**src/rtl/pixel_readout_pkg.sv**
```systemverilog
// Shared types and constants for the pixel readout arbiter.
package pixel_readout_pkg;

    localparam int   ADDR_W    = 15;
    localparam int   HIT_W     = ADDR_W + 1;
    localparam logic BANK_UP   = 1'b1;
    localparam logic BANK_DOWN = 1'b0;

    // ARB picks a bank, GRANT pulses its read and captures the hit,
    // SETTLE leaves the encoder one cycle to present its next pixel.
    typedef enum logic [1:0] {
        ARB    = 2'd0,
        GRANT  = 2'd1,
        SETTLE = 2'd2
    } state_t;

endpackage

```
**src/rtl/hit_fifo.sv**
```systemverilog
// First-word-fall-through hit buffer with occupancy, full and empty flags.
module hit_fifo #(
    parameter int WIDTH = pixel_readout_pkg::HIT_W,
    parameter int DEPTH = 8
) (
    input  logic                     clk,
    input  logic                     rst,
    input  logic                     push,
    input  logic [WIDTH-1:0]         push_data,
    input  logic                     pop,
    output logic [WIDTH-1:0]         head_data,
    output logic [$clog2(DEPTH):0]   level,
    output logic                     full,
    output logic                     empty
);

    localparam int               PTR_W      = $clog2(DEPTH);
    localparam logic [PTR_W:0]   LEVEL_FULL = (PTR_W + 1)'(DEPTH);
    localparam logic [PTR_W:0]   LEVEL_ONE  = (PTR_W + 1)'(1);

    logic [WIDTH-1:0] mem_q [DEPTH];
    logic [PTR_W-1:0] wr_ptr_q, wr_ptr_d;
    logic [PTR_W-1:0] rd_ptr_q, rd_ptr_d;
    logic [PTR_W:0]   level_q, level_d;
    logic             do_push, do_pop;

    assign empty = (level_q == '0);
    assign full  = (level_q == LEVEL_FULL);
    assign level = level_q;
    // The head reads as zero while empty so the output is clean after reset.
    assign head_data = empty ? '0 : mem_q[rd_ptr_q];

    // Pointer and occupancy updates; a push into a full FIFO is only taken
    // when the head is leaving in the same cycle.
    always_comb begin
        // NOTE: every signal gets a default first, so no path can leave one
        // unassigned and infer a latch.
        do_pop   = pop && !empty;
        do_push  = push && (!full || do_pop);
        wr_ptr_d = wr_ptr_q + PTR_W'(do_push);
        rd_ptr_d = rd_ptr_q + PTR_W'(do_pop);
        level_d  = level_q;
        if (do_push && !do_pop) begin
            level_d = level_q + LEVEL_ONE;
        end else if (do_pop && !do_push) begin
            level_d = level_q - LEVEL_ONE;
        end
    end

    // Pointer and occupancy registers.
    always_ff @(posedge clk or posedge rst) begin
        // NOTE: state registers use non-blocking assignments so every flop
        // samples its input from before the edge.
        if (rst) begin
            wr_ptr_q <= '0;
            rd_ptr_q <= '0;
            level_q  <= '0;
        end else begin
            wr_ptr_q <= wr_ptr_d;
            rd_ptr_q <= rd_ptr_d;
            level_q  <= level_d;
        end
    end

    // Storage write.
    always_ff @(posedge clk) begin
        // NOTE: the storage array is deliberately not reset; the occupancy
        // count decides which entries are meaningful.
        if (do_push) begin
            mem_q[wr_ptr_q] <= push_data;
        end
    end

endmodule

```
**src/rtl/pixel_readout_arbiter.sv**
```systemverilog
// Round-robin readout of the up/down priority-encoder banks into one tagged
// hit stream, buffered in a FWFT FIFO drained by a valid/ready consumer.
module pixel_readout_arbiter #(
    parameter int ADDR_W     = pixel_readout_pkg::ADDR_W,
    parameter int FIFO_DEPTH = 8
) (
    input  logic                          sys_clock,
    input  logic                          sys_reset,
    input  logic                          readout_en,
    input  logic                          up_valid_i,
    input  logic [ADDR_W-1:0]             up_addr_i,
    input  logic                          down_valid_i,
    input  logic [ADDR_W-1:0]             down_addr_i,
    output logic                          up_rd_en_o,
    output logic                          down_rd_en_o,
    output logic [ADDR_W:0]               hit_data_o,
    output logic                          hit_valid_o,
    input  logic                          hit_ready_i,
    output logic [$clog2(FIFO_DEPTH):0]   fifo_level_o,
    output logic [15:0]                   hit_count_o,
    output logic                          busy_o
);

    import pixel_readout_pkg::*;

    state_t          state_q, state_d;
    logic            last_grant_q, last_grant_d;
    logic            up_rd_en_q, up_rd_en_d;
    logic            down_rd_en_q, down_rd_en_d;
    logic [15:0]     hit_count_q, hit_count_d;
    logic            up_elig, down_elig, grant_bank;
    logic            push;
    logic [ADDR_W:0] push_data;
    logic            pop;
    logic            fifo_full, fifo_empty;

    // Arbitration, read-pulse scheduling and hit capture.
    always_comb begin
        state_d      = state_q;
        last_grant_d = last_grant_q;
        up_rd_en_d   = 1'b0;
        down_rd_en_d = 1'b0;
        hit_count_d  = hit_count_q;
        push         = 1'b0;
        // In GRANT, last_grant_q is the bank being read this cycle.
        push_data    = {last_grant_q, (last_grant_q == BANK_UP) ? up_addr_i : down_addr_i};
        up_elig      = readout_en && up_valid_i && !fifo_full;
        down_elig    = readout_en && down_valid_i && !fifo_full;
        if (up_elig && down_elig) begin
            grant_bank = ~last_grant_q;
        end else begin
            grant_bank = up_elig ? BANK_UP : BANK_DOWN;
        end

        case (state_q)
            ARB: begin
                if (up_elig || down_elig) begin
                    state_d      = GRANT;
                    last_grant_d = grant_bank;
                    up_rd_en_d   = (grant_bank == BANK_UP);
                    down_rd_en_d = (grant_bank == BANK_DOWN);
                end
            end
            GRANT: begin
                // Space was checked in ARB and pops only free entries.
                push        = 1'b1;
                hit_count_d = hit_count_q + 16'd1;
                state_d     = SETTLE;
            end
            SETTLE: begin
                state_d = ARB;
            end
            default: begin
                state_d = ARB;
            end
        endcase
    end

    // FSM, round-robin pointer, read-pulse flops and hit counter.
    always_ff @(posedge sys_clock or posedge sys_reset) begin
        if (sys_reset) begin
            state_q      <= ARB;
            last_grant_q <= BANK_DOWN;
            up_rd_en_q   <= 1'b0;
            down_rd_en_q <= 1'b0;
            hit_count_q  <= '0;
        end else begin
            state_q      <= state_d;
            last_grant_q <= last_grant_d;
            up_rd_en_q   <= up_rd_en_d;
            down_rd_en_q <= down_rd_en_d;
            hit_count_q  <= hit_count_d;
        end
    end

    assign pop = hit_valid_o && hit_ready_i;

    hit_fifo #(
        .WIDTH (ADDR_W + 1),
        .DEPTH (FIFO_DEPTH)
    ) u_hit_fifo (
        .clk       (sys_clock),
        .rst       (sys_reset),
        .push      (push),
        .push_data (push_data),
        .pop       (pop),
        .head_data (hit_data_o),
        .level     (fifo_level_o),
        .full      (fifo_full),
        .empty     (fifo_empty)
    );

    assign up_rd_en_o   = up_rd_en_q;
    assign down_rd_en_o = down_rd_en_q;
    assign hit_valid_o  = !fifo_empty;
    assign hit_count_o  = hit_count_q;
    assign busy_o       = (state_q != ARB) || !fifo_empty;

endmodule

```
**config.mk**
```make
export PLATFORM = sky130hd
export DESIGN_NAME = pixel_readout_arbiter
export DESIGN_NICKNAME = d
export VERILOG_FILES = /design/src/rtl/pixel_readout_pkg.sv /design/src/rtl/hit_fifo.sv /design/src/rtl/pixel_readout_arbiter.sv
export SDC_FILE = /design/constraint.sdc
export NUM_CORES = 1
export LEC_CHECK = 0
export CAP_MARGIN = 10
export CORE_AREA = 8 8 157 159
export DETAILED_ROUTE_END_ITERATION = 12
export DIE_AREA = 0 0 165 167
export SYNTH_ARGS = -nofsm -noshare
export SYNTH_HDL_FRONTEND = slang
export SYNTH_SLANG_ARGS = --single-unit
```
**constraint.sdc**
```tcl
create_clock -name sys_clock -period 2.85 [get_ports sys_clock]
set_input_delay 0.855 -clock sys_clock [delete_from_list [all_inputs] [get_ports sys_clock]]
set_output_delay 0.855 -clock sys_clock [all_outputs]
set_load 0.005 [all_outputs]
```
After elaboration in Yosys (flattened, before gate mapping):

Memory sizes are Yosys's and may differ from the RTL's.
Cells that the tools add are included.

* latch bits: 0
* memories kept: 1
* bits in writable memories: 128
* bits in registers: 31
* word-level logic and storage cells: 56
* ROM bits: 0
* output and inout port bits: 40
* input bits: 36

* div/mod/pow operators: 0
* mux-type cells: 15
* shift operators: 0
* reductions and logical operators: 22
* eq/ne operators: 3
* order comparisons: 0
* add/subtract/negate cells: 5
* bitwise operators: 2
* multipliers: 0

Memories
* u_hit_fifo.mem_q: words 8, bits a word 16, rd ports 1, clocked after memory_dff 0, write ports 1, RTL line hit_fifo.sv:21 `logic [WIDTH-1:0] mem_q [DEPTH];`

Operators with widths (count)
* $add A16 B1 Y16 const B: 1
* $mux W16: 1
* $mux W15: 1
* $logic_and A1 B1 Y1: 10
* $mux W1: 9
* $mux W4: 2
* $add A3 B1 Y3: 2
* $add A4 B1 Y4 const B: 1
* $eq A4 B4 Y1 const B: 1
* $logic_not A1 Y1: 4
* $logic_not A4 Y1: 1
* $pmux W2 S2: 1
* $reduce_bool A2 Y1: 2
* $sub A4 B1 Y4 const B: 1
* $logic_or A1 B1 Y1: 3
* $eq A2 B1 Y1 const B: 1
* $logic_not A2 Y1: 1
* $mux W2: 1
* $ne A2 B2 Y1 const B: 1
* $not A1 Y1: 2
* $reduce_and A2 Y1: 1

Depth between registers and ports, before layout:

Gate-level depths: netlist of run 1.

* word-level depth: 10
* mapped depth: 11
* mapped depth without buffers: 11

Cells and area by module:

A second synthesis of run 1 with hierarchy kept.

* cells, all modules: 341
* area total of the unflattened synthesis: 6523.8 um^2

Modules (own cells, without submodules)
* hit_fifo: cells each 248, instances 1, seq. area each 4093.9 um^2, area an instance 5426.5 um^2
* pixel_readout_arbiter: cells each 93, instances 1, seq. area each 525.5 um^2, area an instance 1097.3 um^2

Worst setup path before layout of run 1:

No wires, ideal clock.

* kind: reg2reg
* start point: register u_hit_fifo.level_q[0], in the netlist u_hit_fifo.level[0]
* end point: register u_hit_fifo.level_q[3], in the netlist u_hit_fifo.level[3]
* data arrival time: 2.575 ns
* period minus slack after synthesis: 2.711 ns
* buffers on the path: 0
* library setup time: 0.136 ns
* data required time: 2.714 ns
* slack: 0.139 ns
* stages on the path, launching flop included: 11
* cell sequence: dfrtp_1 > nor4_2 > inv_2 > and2_1 > inv_1 > ha_1 > inv_1 > ha_1 > a21o_1 > a2111oi_0 > o31ai_1

* longest elaborated chain between the ends: 9
* elaborated cells between the ends (all ways): 17
* classes of those cells: add/sub: 2; eq/ne: 1; mux: 2; reduce/logical: 12

RTL lines
* start, declared: RTL line hit_fifo.sv:24 `logic [PTR_W:0] level_q, level_d;`
* start signal, assigned: RTL line hit_fifo.sv:61 `level_q <= level_d;`
* $logic_not A4 Y1 *: RTL line hit_fifo.sv:27 `assign empty = (level_q == '0);`
* $logic_not A1 Y1 *: RTL line pixel_readout_arbiter.sv:115 `assign hit_valid_o = !fifo_empty;`
* named net hit_valid_o: RTL line pixel_readout_arbiter.sv:17 `output logic hit_valid_o,`
* $logic_and A1 B1 Y1: RTL line pixel_readout_arbiter.sv:96 `assign pop = hit_valid_o && hit_ready_i;`
* $logic_and A1 B1 Y1 *: RTL line hit_fifo.sv:38 `do_pop = pop && !empty;`
* $logic_or A1 B1 Y1: RTL line hit_fifo.sv:39 `do_push = push && (!full || do_pop);`
* $logic_and A1 B1 Y1: RTL line hit_fifo.sv:39
* $logic_not A1 Y1: RTL line hit_fifo.sv:45 `end else if (do_pop && !do_push) begin`
* $logic_and A1 B1 Y1: RTL line hit_fifo.sv:45
* $reduce_bool A2 Y1 (no line)

The timed path passes the listed nets; every way through them passes the cells marked *. The select of a mux whose other input is x is not followed.
A chain may end at the register's enable or synchronous reset.

Worst setup path after layout of run 1:

* start point: register u_hit_fifo.rd_ptr_q[0]
* end point: output hit_data_o[14]

* longest elaborated chain between the ends: 2

RTL lines
* start, declared: RTL line hit_fifo.sv:23 `logic [PTR_W-1:0] rd_ptr_q, rd_ptr_d;`
* start signal, assigned: RTL line hit_fifo.sv:60 `rd_ptr_q <= rd_ptr_d;`
* $mem_v2 Z8 W16
* $mux W16: RTL line hit_fifo.sv:31 `assign head_data = empty ? '0 : mem_q[rd_ptr_q];`
* end, declared: RTL line pixel_readout_arbiter.sv:16 `output logic [ADDR_W:0] hit_data_o,`

No other way between the ends.

==> results.md, run 1 <==
- Status: finished clean
- Worst Tran Pin Value: 621.9 ps
- Max VDD drop: 0.5266 mV
- Seq cells post-synth: 159
- CP required: 2000 ps
- Drt pass-1 iters: 4
- Initial drt markers: 152
- Synth cell types: 38
- Area Overhead vs Synth: 29.86%
- Number of global-route vias before repair: 3820
- Ant. Diodes: 0
- Multi-input gate area: 0.001807 sq mm
- Sequential Area: 0.004621 sq mm
- Final slew viol count: 0
- Worst r2r src: u_hit_fifo.level[0]
- Post-DP HPWL: 9.264 mm
- Std cell rows: 55
- RSZ-0062 raised after global routing: yes
- CTS buffer count: 17
- FF-to-FF End: u_hit_fifo.level[3]
- Clock slew at reported path FFs: 60 ps
- Detailed Route WL: 13.86 mm
- CTS Sinks: around 160
- Setup TNS: 0 ps
- Fin crit share: 99.72%
- Mean post-synth cell area: 18.43 sq um
- Critical Path Start: u_hit_fifo.rd_ptr_q[0]
- Hold Slack: 480.4 ps
- Post-synth EDFFs: around 130
- Power, Total: 0.008024 W
- Final Skew: 9.309 ps
- Internal reg-to-reg setup slack: 90 ps
- TritonCTS clock tree: done
- First-pass GRT wire length: 21.63 mm
- R2r worst-path depth: 8
- Die footprint: 0.02756 sq mm
- Ys Warns: 0
- DP Worst Slack: -168.7 ps
- Sequential-to-total area share from yosys stat: a little under three quarters
- Normalized max-slew margin: 58.16%
- CTS max path bufs: 2
- Max-Cap Viols: 0
- Synthesized area: 0.006486 sq mm
- Fin nets: approximately 520
- Initial core utilization: just under 30%
- Endpoints failing setup: 0
- Num ports: between 70 and 80
- Vias: 3537
- H-tree depth: 4
- Final WS setup: approximately 8.0 ps
- Routed Antenna Nets: 0
- Vias per cell: ~4.6
- Worst Setup Path Type: reg2out
- IO buf count: 75
- WL per Instance: 18.10 um
- Final hold vios: 0
- # fillers: 2062
- Worst setup EP type: primary output
- Share of cells above drive strength 1: between 20% and 30%
- FFs w/ async S/R, synth: 19.50%
- CP Max Fanout: 7
- Last element of the critical path: hit_data_o[14]
- Top achievable clock speed: 351.9 MHz
- Cell leakage power: 3.008 nW
- Hold_buf cts: 0
- Width of the chip: 165 um
- Drc violations: 0
- Grt ovf: 0
- Largest net degree at the start of global routing: 27
- Root buf cell: clkbuf_16
- Pwr dens: 952.6 mW/mm^2
- Period minus WS final: 2842 ps
- Syn_nets: 397
- Syn Inst Count: about 350
- Top FF cell, synth: edfxtp_1
- Startpoint Class: flop
- Initial antenna violation count: 0
- Crit path DAT: between 1500 and 2000 ps
- Clock latency on the worst-skew pair: 420 ps
- Global placement routability congestion: 0.7389
- Gr usage total: 10.36%
- Hold Crit Class: reg2reg
- Die Y-Extent: 167 um
- Core Region: between 0.02 and 0.025 sq mm
## where the power goes
group	leakage [nW]	internal [W]	total, W	switching, W
registers	1.55	0.00295	0.00317	0.000218
logic	1.20	0.00151	0.00283	0.00132
clock network	0.253	0.00118	0.00202	0.000840
total	3.01	0.00564	0.00802	0.00238
## Yosys cell counts, drive strengths merged, types with 5 or more instances
| cell type | number | share of area (%) |
|---|---|---|
| edfxtp | 128 | 59 |
| mux4 | 32 | 11 |
| dfrtp | 31 | 12 |
| nor2 | 24 | 1.4 |
| mux2i | 17 | 2.6 |
| mux2 | 16 | 2.8 |
| nand2 | 16 | 0.93 |
| xnor2 | 13 | 1.8 |
| buf | 11 | 0.95 |
| ha | 8 | 1.5 |
| nor3 | 8 | 0.62 |
| inv | 6 | 0.35 |
| xor2 | 6 | 0.81 |
| nand3 | 5 | 0.39 |
## logic make-up after synthesis
group                      share of synthesized area, %
DFF                                               71.22
and+or+nand+nor                                   5.209
muxes                                             16.51
xor gates and xnor gates                          2.566
buffers and inverters                             1.408
AOI/OAI and AO/OA                                 1.234
adders and majority gates                         1.852
## final cells by class
type / instances / area share, %
sequential: 159 / 54.86
clock inverter: 10 / 1.114
multi-input combinational: 174 / 21.45
clock buffer: 19 / 5.140
inverter: 6 / 0.2674
tap: 285 / 4.234
timing repair buffer: 113 / 12.94
## sequential cells by signal, summed over array words and instances (netlist names)
name                 flops
down_rd_en_o             1
hit_count_o             16
last_grant_q             1
state_q                  2
u_hit_fifo.level         4
u_hit_fifo.mem_q       128
u_hit_fifo.rd_ptr_q      3
u_hit_fifo.wr_ptr_q      3
up_rd_en_o               1
## cell usage in the layout, fill, tap and decap left out, types with 2 or more instances in the layout
master,n
clkinvlp_4,2
o21ai_0,2
dfrtp_1,30
buf_8,3
clkbuf_16,17
xor2_1,6
nor2_1,23
mux4_2,32
nand4_1,3
mux2_2,16
mux2i_1,16
inv_1,5
clkinv_4,3
a21oi_1,3
clkbuf_2,5
o21a_1,2
ha_1,8
xnor2_1,13
nor3_1,6
edfxtp_1,128
nand2b_1,3
buf_12,7
clkinv_2,2
a21o_1,2
buf_2,11
nand3_1,5
clkdlybuf4s50_1,59
nand2_1,16
clkbuf_1,2
buf_4,26
nor3_2,2
## worst max-delay path: stages (launching register included)
cell	delay, ps
dfrtp_2	380
buf_12	140
buf_12	130
mux4_2	510
mux2i_1	190
nor2_2	80
buf_2	130
## repair_timing
action                                  in CTS  in global routing
cloned                                       1                  0
setup buffers                                4                  1
endpoints found under the setup margin      17                 16
gates resized for setup                     66                  8
pin swaps                                    7                  5
## per-stage QoR
step                area, sq um  cells  util, %
CTS                        8431    765    37.93
global placement           7848    731    35.31
floorplan                  6486    352        -
finish                     8423    766    37.89
detailed placement         7848    731    35.31
global route               8423    766    37.89
## per-layer routing
layer | GRT usage (%) | part of all wire [%]
met5 | 0 | 0
met4 | 2.821 | 0.89
met3 | 3.748 | 6.8
met2 | 17.11 | 51
met1 | 12.45 | 42
## how the worst min path moves through the flow
| stage | depth (start not counted) | to | start |
|---|---|---|---|
| 6_report | 1 | hit_count_o[15] | hit_count_o[15] |
| 5_1_grt | 1 | hit_count_o[15] | hit_count_o[15] |
| 4_1_cts | 1 | hit_count_o[15] | hit_count_o[15] |
| 3_5_place_dp | 1 | hit_count_o[15] | hit_count_o[15] |
| 3_3_place_gp | 1 | hit_count_o[15] | hit_count_o[15] |
| 2_1_floorplan | 1 | hit_count_o[15] | hit_count_o[15] |
Note: power is estimated with default switching activity, not from simulation.
==> run 2: changes to the inputs <==
- CTS_CLUSTER_SIZE: unset -> 14
==> results of run 2 <==
No change in the layout: final DEF, timing and power equal those of run 1.
==> run 3: changes to the inputs <==
- PLACE_DENSITY_LB_ADDON: unset -> 0.08
==> results.md, run 3 (same netlist as run 1, synthesis figures left out) <==
- Critical Path Start: u_hit_fifo.rd_ptr_q[0]
- Worst Setup Path Type: reg2out
- Largest net degree at the start of global routing: 33 (+22%)
- Hold_buf cts: 0 (unchanged)
- WL per Instance: 18.87 um (+4.3%)
- Final instance area: 0.008518 sq mm (+1.1%)
- Last element of the critical path: hit_data_o[14]
- Largest register by flop count: u_hit_fifo.mem_q
- Violated checks: negative setup slack
- Cell chain of the critical path: buf_6 > buf_12 > buf_4 > mux4_2 > mux2i_1 > nor2_1 > buf_2
- Global placement routability congestion: 0.7166 (-3.0%)
- Worst r2r src: u_hit_fifo.level[1]
- Final WS setup: -21.06 ps (-29.04 ps)
- Sequential Area: 0.004623 sq mm (about the same)
- Status: complete, but fails checks
- Ant. Diodes: 0 (unchanged)
- Worst Tran Pin Value: 744.3 ps (+122.3 ps)
- Die footprint: 0.02756 sq mm (unchanged)
- Internal reg-to-reg setup slack: 190 ps (+100 ps)
- Grt ovf: 0 (unchanged)
- Most frequent cells in the layout: 128 x edfxtp_1, 58 x clkdlybuf4s50_1, 32 x mux4_2
- Drc violations: 0 (unchanged)
- Pwr dens: 974.3 mW/mm^2 (+2.3%)
- Fin util: 38.32% (+0.43 points)
- CTS max path bufs: 2 (unchanged)
- Max-Cap Viols: 0 (unchanged)
- Crit path largest cell delay: 430 ps (-80 ps)
- # placed instances: 730 (-0.14%)
- IO buf count: 75 (unchanged)
- Initial drt markers: 127 (-16%)
- Crit path max-delay family: multiplexers
- RSZ-0062 raised after global routing: yes
- Normalized max-slew margin: 50.38% (-7.8 points)
- H-tree depth: 4 (unchanged)
- FF-to-FF End: u_hit_fifo.level[3]
- Final Skew: 6.490 ps (-2.819 ps)
- Gr usage total: 11.32% (+0.96 points)
- TritonCTS clock tree: done
- Area Overhead vs Synth: 31.33%
- Post-Layout Cell Count: 775 (+1.2%)
- CP max-delay cell: dfrtp_2
- CTS buffer count: 17 (unchanged)
- Startpoint Class: flop
- CP Max Fanout: 6 (-1)
- Max FFs per register: 128 (unchanged)
- Hold Crit Class: reg2reg
- Die Y-Extent: 167 um (unchanged)
- Vias: 3534 (-0.085%)
- Multi-input gate area: 0.001798 sq mm (-0.48%)
- Num ports: 76 (unchanged)
- CTS Sinks: 159 (unchanged)
- Clock latency on the worst-skew pair: 410 ps (about the same)
- Top achievable clock speed: 348.3 MHz (-1.0%)
- Core Region: 0.02223 sq mm (unchanged)
- WP depth: 7 (+1)
- Final hold vios: 0 (unchanged)
- Fin crit share: 100.7% (+1.0 points)
- Final slew viol count: 0 (unchanged)
- Worst setup EP type: primary output
- Placed inst area: 0.007840 sq mm (about the same)
- Post-DP HPWL: 9.418 mm (+1.7%)
- Max VDD drop: 0.4609 mV (-12%)
- Period minus WS final: 2871 ps (+29.04 ps)
- Routed Antenna Nets: 0 (unchanged)
- Initial core utilization: 29.18% (unchanged)
- Drt pass-1 iters: 4 (unchanged)
- CP required: 2000 ps (about the same)
- First-pass GRT wire length: 23.27 mm (+7.6%)
- Endpoints failing setup: 1 (+1)
- Share of cells above drive strength 1: 30.20% (+1.1 points)
- DP Worst Slack: -49.64 ps (+119.1 ps)
- Root buf cell: clkbuf_16
- R2r worst-path depth: 9 (+1)
- # fillers: 2057 (-0.24%)
- Initial antenna violation count: 0 (unchanged)
- Buffer and inverter count on the worst path: 4 (+1)
- Cell count of the worst hold path: 1 (unchanged)
- Hold Slack: 472.9 ps (-7.498 ps)
- Fin nets: 523 (+1.4%)
- Width of the chip: 165 um (unchanged)
- Clock slew at reported path FFs: 60 ps (about the same)
- Detailed Route WL: 14.63 mm (+5.5%)
- Number of global-route vias before repair: 3941 (+3.2%)
- Most common cell after layout, fill and taps aside: edfxtp_1
- Cell leakage power: 3.059 nW (+1.7%)
- Vias per cell: 4.560 (-1.2%)
- Crit path DAT: 2020 ps (+30 ps)
- Std cell rows: 55 (unchanged)
==> run 3: final cells by class <==
class                      instances  area share [%]
multi-input combinational        174           21.11
tap                              285           4.186
clock inverter                    13           1.733
timing repair buffer             120           13.40
clock buffer                      18           5.038
inverter                           6          0.2644
sequential                       159           54.27
==> run 3: how the worst min path moves through the flow <==
| stage | startpoint | to | slack [ps] |
|---|---|---|---|
| 6_report | hit_count_o[15] | hit_count_o[15] | 470 |
| 5_1_grt | hit_count_o[15] | hit_count_o[15] | 520 |
| 4_1_cts | hit_count_o[15] | hit_count_o[15] | 480 |
| 3_5_place_dp | hit_count_o[15] | hit_count_o[15] | 470 |
| 3_3_place_gp | hit_count_o[15] | hit_count_o[15] | 460 |
| 2_1_floorplan | hit_count_o[15] | hit_count_o[15] | 470 |
==> run 3: worst reg2reg max path, stage by stage (launching register included) <==
cell,delay [ps]
dfrtp_2,440
buf_4,150
or4b_1,490
o21a_1,210
ha_1,190
inv_1,80
ha_1,220
a21o_1,210
a2111oi_0,400
o31ai_1,130
==> run 3: routing by layer <==
metal / routed length, um / track usage, % / share of wire [%] / vias to the layer above
met4: 184 / 3.997 / 1.3 / 0
li1: - / - / - / 1625
met2: 7226 / 18.50 / 49 / 68
met5: 0 / 0 / 0 / -
met3: 654 / 3.033 / 4.5 / 15
met1: 6559 / 14.09 / 45 / 1826
==> run 3: repair_timing <==
action,CTS,global route
endpoints found under the setup margin,17,16
buffers inserted,11,4
cloned,2,0
pin swaps,5,7
resized for setup,73,4
==> run 3: report_power, final <==
group          internal (W)  total (W)  switching (W)
Sequential          0.00295    0.00319       0.000236
Combinational       0.00157    0.00289        0.00132
Clock               0.00136    0.00221       0.000856
Total               0.00588    0.00830        0.00242
==> run 3: stage by stage <==
step | setup TNS [ps] | total power (W)
final | -21.06 | 0.008299
after floorplan | 0 | 0.004756
after global routing | -781.0 | 0.008815
after global placement | 0 | 0.006118
after detailed placement | -49.64 | 0.006140
after CTS | -360.6 | 0.008530
==> patch 1: new RTL, settings of run 3 <==
Register the output `fifo_level_o`, with the module's reset; this adds one clock of latency there. The other outputs are not delayed to match.
--- a/src/rtl/pixel_readout_arbiter.sv
+++ b/src/rtl/pixel_readout_arbiter.sv
@@ -23,4 +23,6 @@
 
     import pixel_readout_pkg::*;
+
+    logic [$clog2(FIFO_DEPTH):0] fifo_level_d;
 
     state_t          state_q, state_d;
@@ -106,5 +108,5 @@
         .pop       (pop),
         .head_data (hit_data_o),
-        .level     (fifo_level_o),
+        .level     (fifo_level_d),
         .full      (fifo_full),
         .empty     (fifo_empty)
@@ -117,4 +119,12 @@
     assign busy_o       = (state_q != ARB) || !fifo_empty;
 
+    always_ff @(posedge sys_clock or posedge sys_reset) begin
+        if (sys_reset) begin
+            fifo_level_o <= '0;
+        end else begin
+            fifo_level_o <= fifo_level_d;
+        end
+    end
+
 endmodule
 
Formal check against the unedited RTL: not equivalent (a bounded check fails within 4 cycles, from zero or initial values and one cycle with sys_reset high).
==> patch 1 against run 3 <==
Non-clock buffer count up 1. Synthesized area up 1.8%. Critical path type unchanged. Hold slack worse by 0.0013 ns. Largest power group unchanged. Sequential power up 3%. Power up 1.5%. Die area unchanged. Cell area up 1.3%. The run still ends with setup timing left. Clock skew about the same. Setup slack worse by 0.00084 ns. Routed wire length up 1.1%. Register-to-register slack better by 0.03 ns. Sequential cell count up 4.
==> patch 1: results (changes against run 3) <==
Layout
  • Fillers: 2077 (+0.97%)
  • Layout cell share with drive strength beyond 1: 30.6% (+0.41 points)

Synth
  • Post-synthesis compound-gate area fraction: 1.14% (-0.097 points)
  • Synth cell types: 37 (-2.6%)
  • Sequential area share after synthesis: 71.5% (+0.29 points)
  • Synth top area cells: edfxtp_1 58%, dfrtp_1 13%, mux4_2 11%, mux2_2 2.9%, mux2i_1 2.6%
  • Syn_nets: 400 (+0.76%)

Routing
  • Drt wl/cell: 19.1 um (+1.1%)
  • Final wirelength: 14800 um (+1.1%)
  • Vias per cell: 4.48 (-1.7%)
  • DR iter-0 viols: 146 (+15%)

Timing
  • Final setup vio count: 3 (+2)
  • Slew margin rel.: 68.6% (+18 points)
  • Setup WS post-layout: -0.0219 ns (-0.000839 ns)
  • Setup_tns: -0.0273 ns (-0.00619 ns)

Global routing
  • Vias in the first global route: 3891 (-1.3%)
  • First-pass GRT wire length: 22700 um (-2.5%)
  • Met3 Usage GRT: 3.43% (+0.39 points)
  • Largest net degree at the start of global routing: 36 (+9.1%)
  • Met2 usage: 19.1% (+0.59 points)

Critical path
  • Critical Path Sink: hit_data_o[6]
  • Worst path slowest cell: mux4_2

Placement
  • Setup WS pre-CTS: -0.0628 ns (-0.0131 ns)
  • Dpl hpwl: 9530 um (+1.2%)
  • Placed instance area: 7930 um^2 (+1.2%)

Min path
  • Worst hold stages: 0 (-1)
  • Hold path endpoint: fifo_level_o[2]

Pwr
  • Peak supply drop: 0.000376 V (-18%)
  • Power per standard cell area: 976 nW/um^2 (+0.17%)

Outcome
  • Failing checks: setup timing
  • Status: complete, but fails checks
==> patch 1: layout make-up <==
class | count | area share, %
well taps | 285 | 4.13
repair buffers | 121 | 13.6
flip-flops and latches | 163 | 54.7
multi-input cells | 171 | 21.0
clock inverters | 12 | 1.35
clock buffers | 18 | 4.97
inverters | 5 | 0.217
==> patch 1: cell families (layout without fill, tap and decap cells) <==
group | Yosys count | after routing
buf+inv | 21 | 156
flops | 163 | 163
simple gates | 66 | 66
fa+ha+maj | 9 | 9
xor+xnor | 19 | 19
mux | 66 | 66
compound gates | 11 | 11
==> patch 1: routing by layer <==
| layer | wire length, um | vias up |
|---|---|---|
| li1 | - | 1621 |
| met3 | 544 | 16 |
| met2 | 7600 | 52 |
| met4 | 160 | 0 |
| met1 | 6480 | 1785 |
| met5 | 0 | - |
==> patch 1: where the power goes <==
part	switching (W)	total (W)	internal (W)	leakage, nW
Sequential	0.000212	0.00327	0.00306	1.60
Clock	0.000875	0.00214	0.00127	0.266
Combinational	0.00138	0.00301	0.00163	1.25
==> patch 2: new RTL, config.mk and constraints of run 3 <==
Made on the original files. Set the parameter `FIFO_DEPTH` to 4 (it was 8).
--- a/src/rtl/pixel_readout_arbiter.sv
+++ b/src/rtl/pixel_readout_arbiter.sv
@@ -3,5 +3,5 @@
 module pixel_readout_arbiter #(
     parameter int ADDR_W     = pixel_readout_pkg::ADDR_W,
-    parameter int FIFO_DEPTH = 8
+    parameter int FIFO_DEPTH = 4
 ) (
     input  logic                          sys_clock,
Ports: changed (resized fifo_level_o); port bits go from 76 to 75. No check against the original RTL was run, so the function may have changed too.
==> patch 2 against run 3 <==
Sequential cell count down 67. Power down 40%. Core utilization down 14 points. Routed wire length down 33%. Setup slack better by 0.081 ns. Synthesized area down 40%. Maximum frequency up 2.9%. Non-clock buffer count down 21. Sequential power down 40%. Cell area down 36%. Synthesized cell count down 37%. Largest cell class unchanged.
==> patch 2: results (changes against run 3) <==
Placement
  • Total placed cells including tap cells: 586 (-20%)
  • IO Port Bufs: 74 (-1.3%)
  • Routability cong.: 0.677 (-5.5%)
  • Placed instance area: 5050 um^2 (-36%)

Pwr
  • Leakage: 1.96 nW (-36%)
  • Peak supply drop: 0.000396 V (-14%)

Synth
  • Synth top area cells: edfxtp_1 50%, dfrtp_1 18%, mux4_2 5.8%, mux2_2 4.9%, mux4_1 4.1%
  • Sequential area share after synthesis: 67.6% (-3.6 points)
  • Syn_area_per_cell: 17.4 um^2 (-5.6%)
  • Syn_nets: 264 (-34%)
  • Commonest cells in the synthesized netlist: 64 x edfxtp_1, 28 x dfrtp_1, 17 x and2_1, 17 x mux2_2, 12 x xnor2_1
  • Synth cell types: 36 (-5.3%)
  • EDFF count, synth: 64 (-50%)

Clock tree
  • Worst skew pair latency: 0.34 ns (-0.07 ns)
  • Num CTS Buffers: 9 (-8)
  • CTS H-tree lvls: 3 (-1)

Global routing
  • Met3 Usage GRT: 2.59% (-0.44 points)
  • Overall Global Routing Usage: 7.41% (-3.9 points)
  • First-pass GRT wire length: 14900 um (-36%)
  • Met2 usage: 11.1% (-7.4 points)
  • GRT met1 Usage: 9.67% (-4.4 points)
  • Largest net degree at the start of global routing: 29 (-12%)
  • Vias in the first global route: 2409 (-39%)

Timing
  • Final hold slack: 0.483 ns (+0.00972 ns)
  • Clock skew: 0.00784 ns (+0.00135 ns)
  • Actual slew at the worst max-slew pin: 0.501 ns (-0.244 ns)

Critical path
  • Worst path top cell family by delay: buffers and inverters
  • Reg2reg end: u_hit_fifo.level[1]
  • Worst Path Arrival: 1.93 ns (-0.09 ns)
  • CP Max Fanout: 5 (-1)
  • Worst Reg2Reg Path Length in Cells: 8 (-1)
  • Flop2flop setup slack: 0.52 ns (+0.33 ns)
  • CP peak stage delay: 0.47 ns (+0.04 ns)

Layout
  • Number of nets in the layout: 365 (-30%)
  • Layout cell share with drive strength beyond 1: 25.8% (-4.4 points)
  • Max reg flops: 64 (-50%)

Routing
  • Vias: 2226 (-37%)
  • DR iter-0 viols: 59 (-54%)
  • Drt wl/cell: 16.0 um (-15%)
  • Vias per cell: 3.63 (-20%)

Outcome
  • Status: finished, final reports clean
-- patch 2: cell types whose count changed in the layout (fill, tap and decap cells not counted), sizes merged, moves of 11 or more --
| cell | before | now |
|---|---|---|
| nor2 | 24 | 5 |
| edfxtp | 128 | 64 |
| mux4 | 32 | 16 |
| mux2i | 17 | 0 |
| and2 | 1 | 17 |
| clkdlybuf4s15 | 0 | 11 |
| buf | 60 | 24 |
| nand2 | 16 | 5 |
-- patch 2: area by class of cell --
class | count | area (um^2)
Tap cell | 285 | 357
Multi-Input combinational cell | 116 | 1170
Timing Repair Buffer | 99 | 1000
Fill cell | 2296 | 16800
Clock buffer | 10 | 229
Inverter | 6 | 22.5
Sequential cell | 92 | 2620
Clock inverter | 6 | 48.8
-- patch 2: per-layer routing --
layer	vias up	wire, um
met2	62	4540
met5	-	0
li1	1039	-
met3	9	620
met1	1116	4530
met4	0	138
-- patch 2: metrics by stage --
| stage | utilization, % | total power, W | setup TNS, ns |
|---|---|---|---|
| after floorplan | - | 0.00284 | 0 |
| after global placement | 22.7 | 0.00379 | 0 |
| after detailed placement | 22.7 | 0.00378 | 0 |
| after CTS | 24.4 | 0.00507 | -0.0231 |
| after global routing | 24.5 | 0.00534 | -0.00301 |
| final | 24.5 | 0.00498 | 0 |
-- patch 2: where the power goes --
part / internal, W / leakage [nW] / total, W / switching [W]
registers: 0.00175 / 0.941 / 0.00191 / 0.000158
logic: 0.00116 / 0.887 / 0.00195 / 0.000791
clock network: 0.000601 / 0.133 / 0.00113 / 0.000524
total: 0.00351 / 1.96 / 0.00498 / 0.00147
-- patch 2: timing repair --
action,CTS,global route
setup endpoints to repair,17,6
gates cloned,1,0
resized for setup,39,9
setup buffers,9,2
pin swaps,1,1
-- patch 2: how the worst max path moves through the flow --
stage                        endpoint                   start  slack [ns]
6_report               hit_data_o[13]  u_hit_fifo.rd_ptr_q[0]        0.06
5_1_grt                hit_data_o[13]  u_hit_fifo.rd_ptr_q[0]      -0.003
4_1_cts                 hit_data_o[5]  u_hit_fifo.rd_ptr_q[0]       -0.01
3_5_place_dp      u_hit_fifo.level[1]             hit_ready_i        0.14
3_3_place_gp      u_hit_fifo.level[1]             hit_ready_i        0.16
2_1_floorplan  u_hit_fifo.mem_q[1][0]             hit_ready_i        0.26
-- patch 2: logic make-up (layout without fill, tap and decap cells) --
| group | after synthesis | after routing | share of synthesized area, % |
|---|---|---|---|
| DFF | 92 | 92 | 67.6 |
| and+or+nand+nor | 52 | 52 | 8.03 |
| muxes | 33 | 33 | 14.8 |
| xor gates and xnor gates | 20 | 20 | 4.52 |
| buffers and inverters | 15 | 121 | 2.23 |
| AOI/OAI and AO/OA | 6 | 6 | 1.00 |
| adders and majority gates | 5 | 5 | 1.81 |
